$ cat src/rtl/rv32_pipe_pkg.sv
// rv32_pipe_pkg: shared fetch/decode packet definitions for the pipeline.
package rv32_pipe_pkg;
   localparam int XLEN = 32;
   localparam int PKT_W = 3 * XLEN;
   localparam logic [XLEN-1:0] NOP_INSTR = 32'h0000_0013;
   typedef struct packed {
      logic [XLEN-1:0] pc;
      logic [XLEN-1:0] pc_nxt;
      logic [XLEN-1:0] instr;
   } fetch_pkt_t;
   typedef enum logic [1:0] {Q_EMPTY, Q_PARTIAL, Q_FULL} q_state_e;
   function automatic fetch_pkt_t pack_pkt(input logic [XLEN-1:0] pc, input logic [XLEN-1:0] pc_nxt,
                                           input logic [XLEN-1:0] instr);
      return '{pc: pc, pc_nxt: pc_nxt, instr: instr};
   endfunction
endpackage

$ cat src/rtl/if_id_queue_mem.sv
// if_id_queue_mem: packet storage, one synchronous write port and one combinational read port.
module if_id_queue_mem
   import rv32_pipe_pkg::*;
#(
   parameter int DEPTH = 2,
   parameter int AW = $clog2(DEPTH)
) (
   input  logic             clk,
   input  logic             i_we,
   input  logic [AW-1:0]    i_waddr,
   input  fetch_pkt_t       i_wdata,
   input  logic [AW-1:0]    i_raddr,
   output fetch_pkt_t       o_rdata
);
   fetch_pkt_t r_mem [DEPTH];
   always_ff @(posedge clk) begin
      if (i_we) r_mem[i_waddr] <= i_wdata;
   end
   assign o_rdata = r_mem[i_raddr];
endmodule

$ cat src/rtl/if_id_queue.sv
// if_id_queue: in-order fetch->decode packet queue with stall absorption and flush on redirect.
// Outputs depend on registered state only, so there is no fall-through and no out_ready->in_ready path.
module if_id_queue
   import rv32_pipe_pkg::*;
#(
   parameter int DEPTH = 2,
   parameter logic [31:0] NOP_INSTR = rv32_pipe_pkg::NOP_INSTR
) (
   input  logic                     clk,
   input  logic                     rst,
   input  logic                     flush,
   input  logic                     in_valid,
   input  logic [31:0]              in_pc,
   input  logic [31:0]              in_pc_nxt,
   input  logic [31:0]              in_instr,
   output logic                     in_ready,
   output logic                     out_valid,
   output logic [31:0]              out_pc,
   output logic [31:0]              out_pc_nxt,
   output logic [31:0]              out_instr,
   input  logic                     out_ready,
   output logic [$clog2(DEPTH):0]   count
);
   localparam int AW = $clog2(DEPTH);
   localparam logic [AW:0] FULL_CNT = (AW+1)'(DEPTH);
   logic [AW-1:0] r_wr_ptr, r_rd_ptr;
   logic [AW:0]   r_count;
   logic          w_push, w_pop;
   q_state_e      w_state;
   fetch_pkt_t    w_head;
   always_comb begin
      w_state = r_count == '0 ? Q_EMPTY : (r_count == FULL_CNT ? Q_FULL : Q_PARTIAL);
      in_ready = w_state != Q_FULL;
      out_valid = w_state != Q_EMPTY;
      w_push = in_valid & in_ready & ~flush;
      w_pop = out_valid & out_ready & ~flush;
   end
   // Flush shares the reset path: pointers and count return to zero, storage is left as is.
   always_ff @(posedge clk) begin
      if (rst || flush) begin
         r_wr_ptr <= '0;
         r_rd_ptr <= '0;
         r_count <= '0;
      end else begin
         r_wr_ptr <= w_push ? r_wr_ptr + AW'(1) : r_wr_ptr;
         r_rd_ptr <= w_pop ? r_rd_ptr + AW'(1) : r_rd_ptr;
         r_count <= (w_push && !w_pop) ? r_count + (AW+1)'(1) :
                    (w_pop && !w_push) ? r_count - (AW+1)'(1) : r_count;
      end
   end
   if_id_queue_mem #(.DEPTH(DEPTH), .AW(AW)) u_mem (
      .clk     (clk),
      .i_we    (w_push),
      .i_waddr (r_wr_ptr),
      .i_wdata (pack_pkt(in_pc, in_pc_nxt, in_instr)),
      .i_raddr (r_rd_ptr),
      .o_rdata (w_head)
   );
   always_comb begin
      out_pc = out_valid ? w_head.pc : '0;
      out_pc_nxt = out_valid ? w_head.pc_nxt : '0;
      out_instr = out_valid ? w_head.instr : NOP_INSTR;
   end
   assign count = r_count;
endmodule
$ cat config.mk
export PLATFORM = sky130hd
export DESIGN_NAME = if_id_queue
export DESIGN_NICKNAME = d
export VERILOG_FILES = /design/src/rtl/rv32_pipe_pkg.sv /design/src/rtl/if_id_queue_mem.sv /design/src/rtl/if_id_queue.sv
export SDC_FILE = /design/constraint.sdc
export NUM_CORES = 1
export LEC_CHECK = 0
export BUFFER_PORTS_ARGS = -buffer_cell sky130_fd_sc_hd__buf_4
export CAP_MARGIN = 20
export CORE_ASPECT_RATIO = 1.1
export CORE_UTILIZATION = 39
export CTS_CLUSTER_SIZE = 30
export DETAILED_ROUTE_END_ITERATION = 8
export PLACE_DENSITY = 0.65
export SKIP_CTS_REPAIR_TIMING = 1
export SLEW_MARGIN = 10
export SYNTH_ARGS = -nofsm -noshare
export SYNTH_HDL_FRONTEND = slang
export SYNTH_SLANG_ARGS = --single-unit
$ cat constraint.sdc
create_clock -name clk -period 19.5 [get_ports clk]
set_input_delay 0.975 -clock clk [delete_from_list [all_inputs] [get_ports clk]]
set_output_delay 0.975 -clock clk [all_outputs]
set_load 0.05 [all_outputs]
==> results of run 1 <==
==> registers in the layout, summed over array words and instances (netlist names), named ones only <==
register	count
u_mem.r_mem	192
r_wr_ptr	1
count	2
r_rd_ptr	1
==> path summary, 6_finish.rpt <==
path	cells after the start	endpoint	from
setup / recovery	4	out_pc_nxt[2]	register
hold reg to reg	2	r_wr_ptr$_SDFFE_PP0P_	r_wr_ptr$_SDFFE_PP0P_
hold / removal	2	r_wr_ptr$_SDFFE_PP0P_	r_wr_ptr$_SDFFE_PP0P_
setup reg to reg	6	u_mem.r_mem[1][10]$_DFFE_PP_	count[0]$_SDFFE_PP0P_
==> cells by family (layout without fill, tap and decap cells) <==
logic type / after synthesis / count (layout) / synth area share [%]
multiplexers: 96 / 96 / 12.9
AND/OR/NAND/NOR: 109 / 109 / 5.74
flip-flops: 197 / 197 / 78.5
adder cells (fa/ha/maj): 1 / 1 / 0.167
XOR/XNOR: 3 / 3 / 0.352
buffers and inverters: 24 / 241 / 2.03
AO/OA/AOI/OAI: 5 / 5 / 0.335
==> placed cells by master, fill, tap and decap left out, types with 2 or more instances in the layout <==
cell type and count:
sky130_fd_sc_hd__nand2_1 4, sky130_fd_sc_hd__or2_2 2, sky130_fd_sc_hd__mux2i_1 96, sky130_fd_sc_hd__dfxtp_1 4
sky130_fd_sc_hd__clkinvlp_4 4, sky130_fd_sc_hd__o21ai_0 3, sky130_fd_sc_hd__xor2_1 3, sky130_fd_sc_hd__inv_8 2
sky130_fd_sc_hd__clkbuf_1 2, sky130_fd_sc_hd__buf_4 206, sky130_fd_sc_hd__inv_6 3, sky130_fd_sc_hd__a21oi_1 2
sky130_fd_sc_hd__clkbuf_16 17, sky130_fd_sc_hd__edfxtp_1 192, sky130_fd_sc_hd__inv_1 3, sky130_fd_sc_hd__or3_1 2
sky130_fd_sc_hd__nor2_1 97
==> through the flow <==
| step | worst slack [ns] | hold WS (ns) |
|---|---|---|
| after global placement | 16.11 | 0.490 |
| after CTS | 15.62 | 0.515 |
| after detailed placement | 16.10 | 0.494 |
| final | 15.71 | 0.515 |
| after global routing | 15.47 | 0.542 |
| after floorplan | 10.44 | 0.466 |
==> layer usage <==
layer | vias to the layer above | track usage, %
li1 | 2010 | -
met1 | 2039 | 18.3
met2 | 154 | 25.9
met3 | 13 | 6.25
met4 | 0 | 5.40
met5 | - | 0
==> area by class of cell <==
class                      instances  area (sq um)
tap                              243           304
clock buffer                      20           447
multi-input combinational        214          1470
sequential                       197          5870
inverter                           3          11.3
fill                            1598          8840
timing repair buffer             206          1550
clock inverter                    12           121
==> Yosys cell counts, drive strengths merged <==
master,number,area [sq um]
nor3b,1,7.51
ha,1,12.5
nor2b,1,6.26
nor3,1,5.00
nor2,98,370
mux2i,96,961
o21ai,3,15.0
or2,2,12.5
buf,18,129
dfxtp,5,100
or3,2,12.5
edfxtp,192,5770
inv,3,11.3
clkbuf,3,11.3
a21oi,2,10.0
xor2,3,26.3
nand2,4,15.0
==> power by group <==
part,total [mW],internal (mW),switching (mW)
logic,0.101,0.0345,0.0661
registers,0.483,0.479,0.00403
clock network,0.337,0.182,0.154
==> worst reg2reg max path, stage by stage (launching register included) <==
cell                      delay [ns]
sky130_fd_sc_hd__dfxtp_1        0.48
sky130_fd_sc_hd__nor2b_1        0.12
sky130_fd_sc_hd__inv_1          0.09
sky130_fd_sc_hd__nand2_1        0.10
sky130_fd_sc_hd__nor3b_2        0.16
sky130_fd_sc_hd__buf_4          0.53
sky130_fd_sc_hd__buf_4          0.72
==> metrics.csv, run 1 <==
metric;value;unit
total design power;920;uW
share of the clock period used by the worst path after layout;19.4;%
number of routed nets with antenna violations;0;
Final nets;741;
setup-violating endpoint count in the final report;0;
root cell of the clock tree;sky130_fd_sc_hd__clkbuf_16;
buffer and inverter count on the worst path;2;
Core Rows;52;
count of unique library cells instantiated by Yosys;20;
count of port buffers added during placement;200;
largest net degree at the start of global routing;95;
overall fraction of global-route tracks in use;15.6;%
H-tree levels;4;
Crit. End Element;output pin;
RePlAce Congestion;0.768;
global-route wire length before repair;23.0;mm
Core Area;18600;sq um
number of global-route vias before repair;4450;
initial core utilization;40.1;%
detailed router's first-iteration violation count;205;
Synth Net Count;537;
clock network latency to the later pin of the worst-skew pair;0.42;ns
WL met1;6.16;mm
Max transition margin;25.3;%
post-place instance area;9200;sq um
Area Growth Syn to Fin;30.7;%
final critical delay including setup and external delays;3.79;ns
CP cell instances;buf_4 > mux2i_1 > nor2_1 > buf_4;
count of pins on the block boundary;201;
final wirelength;14.9;mm
Detailed Routing Iterations Pass 1;4;
die width;134;microns
maximum single-stage delay on the critical path;0.88;ns
HPWL after detailed placement;9.51;mm
instance count of the mapped netlist;435;
Synth warnings;0;
post-synthesis instance area;7470;sq um
vias per cell;4.71;
cell count after placement;863;
Mapped Avg Cell Area;17.2;sq um
fraction of final layout cells sized beyond drive strength 1;37.0;%
Fin Clk Skew;0.00905;ns
slowest stage cell, crit path;sky130_fd_sc_hd__buf_4;
r2r setup slk;16.89;ns
CP max FO;62;
finished layout cell area;9770;sq um
ant diodes;0;
sequential share of the synthesized area;78.5;%
total DRC errors in the routed layout;0;
final setup TNS;0;ns
total power divided by cell area;94.2;nW/um^2
number of flip-flops and latches in the synthesized netlist;197;
Hold/Removal Path Class;reg2reg;
Final Non-Filler Cells;895;
routed length on met2;7.42;mm
CP required;18.53;ns
Peak VDD IR;0.0000518;V
final routed wire length divided by cell count;16.7;microns
Worst EP arrival;2.82;ns
total count of max-transition violations in the final report;0;
Die ar.;19700;sq um
category of cells accounting for the largest share of critical-path delay;buffers and inverters;
Met3 Routed Length;1.20;mm
overall die height;147;microns
number of hold-slack violations in the final timing report;0;
core utilization of the finished layout;52.5;%
f_max;264;MHz
kind of critical path;reg2out;
unrepaired setup endpoints after global routing;false;
slew at the pin closest to its max-slew limit;1.12;ns
clock-pin slew on the worst setup and hold paths;0.07;ns
nature of the critical path startpoint;register;
top routing layer in use;met4;
via count of the routed design;4216;
cell leakage power;3.51;nW
result of the run;finished, final reports clean;
initial antenna violation count;0;
TritonCTS clock tree;built;
most numerous cell on the critical path;sky130_fd_sc_hd__buf_4;
Max-Cap Viols;0;
largest buffer count on any clock path;2;
total clock buffers created by CTS;17;
total congestion overflow;0;
Clock Sinks;197;
No activity file was read; power rests on OpenSTA's default activity.
==> run 2, diff against run 1 <==
--- a/config.mk
+++ b/config.mk
@@ -11,7 +11,7 @@
 export CORE_UTILIZATION = 39
 export CTS_CLUSTER_SIZE = 30
 export DETAILED_ROUTE_END_ITERATION = 8
-export PLACE_DENSITY = 0.65
+export PLACE_DENSITY = 0.68
 export SKIP_CTS_REPAIR_TIMING = 1
 export SLEW_MARGIN = 10
 export SYNTH_ARGS = -nofsm -noshare
==> constraint.sdc (replaced) <==
create_clock -name clk -period 3.38 [get_ports clk]
set_input_delay 0.169 -clock clk [delete_from_list [all_inputs] [get_ports clk]]
set_output_delay 0.169 -clock clk [all_outputs]
set_load 0.05 [all_outputs]
==> metrics.csv, run 2 (synthesis results as in run 1) <==
metric;value;unit
total clock buffers created by CTS;17;
Crit. End Element;output pin;
final critical delay including setup and external delays;2.55;ns
commonest non-fill, non-tap cells in the layout;sky130_fd_sc_hd__buf_4, sky130_fd_sc_hd__edfxtp_1, sky130_fd_sc_hd__nor2_1;
share of the clock period used by the worst path after layout;75.4;%
slew at the pin closest to its max-slew limit;0.861;ns
core utilization of the finished layout;58.0;%
finished layout cell area;10800;sq um
total congestion overflow;0;
register with the highest flop count;u_mem.r_mem;
setup-violating endpoint count in the final report;0;
count of pins on the block boundary;201;
CP required;3.21;ns
count of port buffers added during placement;200;
part of the power in registers;52.0;%
total count of max-transition violations in the final report;0;
root cell of the clock tree;sky130_fd_sc_hd__clkbuf_16;
switching power share of the total;25.4;%
vias per cell;4.67;
Switching Power;1.36;mW
largest net degree at the start of global routing;97;
global-route wire length before repair;22.9;mm
power share of the clock group;35.3;%
total DRC errors in the routed layout;0;
WL met1;6.33;mm
Fin Clk Skew;0.00694;ns
TritonCTS clock tree;built;
initial core utilization;40.1;%
H-tree levels;4;
Area Growth Syn to Fin;44.4;%
Max-Cap Viols;0;
Core Rows;52;
detailed router's first-iteration violation count;161;
internal power consumption;4.00;mW
r2r setup slk;1.45;ns
cell leakage power;3.93;nW
overall fraction of global-route tracks in use;15.4;%
top routing layer in use;met4;
kind of critical path;reg2out;
die width;134;microns
f_max;393;MHz
Peak VDD IR;0.000315;V
result of the run;finished, final reports clean;
via count of the routed design;4635;
Die ar.;19700;sq um
total power divided by cell area;497;nW/um^2
Worst EP arrival;2.38;ns
routed length on met2;8.72;mm
number of routed nets with antenna violations;0;
count of filler cells inserted in the layout;1455;
Max transition margin;42.6;%
Final nets;838;
final routed wire length divided by cell count;16.2;microns
CP max FO;35;
nature of the critical path startpoint;register;
RePlAce Congestion;0.739;
HPWL after detailed placement;9.52;mm
most common cell after layout, fill and taps aside;sky130_fd_sc_hd__buf_4;
post-place instance area;9270;sq um
overall die height;147;microns
worst slack on hold paths;0.0546;ns
number of hold-slack violations in the final timing report;0;
total design power;5.36;mW
fraction of final layout cells sized beyond drive strength 1;33.4;%
Detailed Routing Iterations Pass 1;4;
number of cells traversed by the worst register-to-register path;5;
initial antenna violation count;1;
clock-pin slew on the worst setup and hold paths;0.07;ns
power share of the combinational group;12.7;%
number of flip-flops in the largest register;192;
clock network latency to the later pin of the worst-skew pair;0.43;ns
number of global-route vias before repair;4567;
largest buffer count on any clock path;2;
Met3 Routed Length;762;microns
Core Area;18600;sq um
number of cells on the worst hold path;3;
unrepaired setup endpoints after global routing;false;
Clock Sinks;197;
final wirelength;16.0;mm
Hold/Removal Path Class;in2reg;
run 2: worst paths after layout:
check	from	to
setup / recovery	register	out_instr[1]
hold / removal	rst	count[0]$_SDFFE_PP0P_
setup reg to reg	count[1]$_SDFFE_PP0P_	u_mem.r_mem[1][45]$_DFFE_PP_
hold reg to reg	r_rd_ptr$_SDFFE_PP0P_	r_rd_ptr$_SDFFE_PP0P_
run 2: metal layers:
metal	vias up	GRT usage, %
met2	138	28.2
li1	2212	-
met3	21	4.55
met1	2264	16.5
met4	0	6.19
met5	-	0
run 2: critical path: stages, from the launching register on:
cell and delay (ns):
sky130_fd_sc_hd__dfxtp_4 0.76, sky130_fd_sc_hd__buf_4 0.54, sky130_fd_sc_hd__mux2i_1 0.32, sky130_fd_sc_hd__nand2_1 0.09, sky130_fd_sc_hd__buf_4 0.19
run 2: layout make-up:
| type | count | area [sq um] | area share [%] |
|---|---|---|---|
| flip-flops and latches | 197 | 5880 | 54.5 |
| inverters | 3 | 16.3 | 0.151 |
| repair buffers | 303 | 2540 | 23.6 |
| diodes | 1 | 2.50 | 0.0232 |
| clock inverters | 15 | 124 | 1.15 |
| clock buffers | 17 | 425 | 3.94 |
| multi-input cells | 214 | 1500 | 13.9 |
| well taps | 243 | 304 | 2.82 |
run 2: through the flow:
step	worst slack (ns)	cells	setup TNS, ns
2_1_floorplan	-0.291	435	-36.68
3_3_place_gp	1.33	864	0
3_5_place_dp	1.29	864	0
4_1_cts	0.809	896	0
5_1_grt	0.692	993	0
6_report	0.833	993	0
run 2: power groups by stage:
stage / sequential, mW / clock (mW) / combinational (mW)
4_1_cts: 2.79 / 1.94 / 0.596
3_5_place_dp: 2.84 / 0 / 0.594
5_1_grt: 2.79 / 2.03 / 0.722
3_3_place_gp: 2.84 / 0 / 0.583
6_report: 2.79 / 1.89 / 0.683
2_1_floorplan: 2.84 / 0 / 0.352
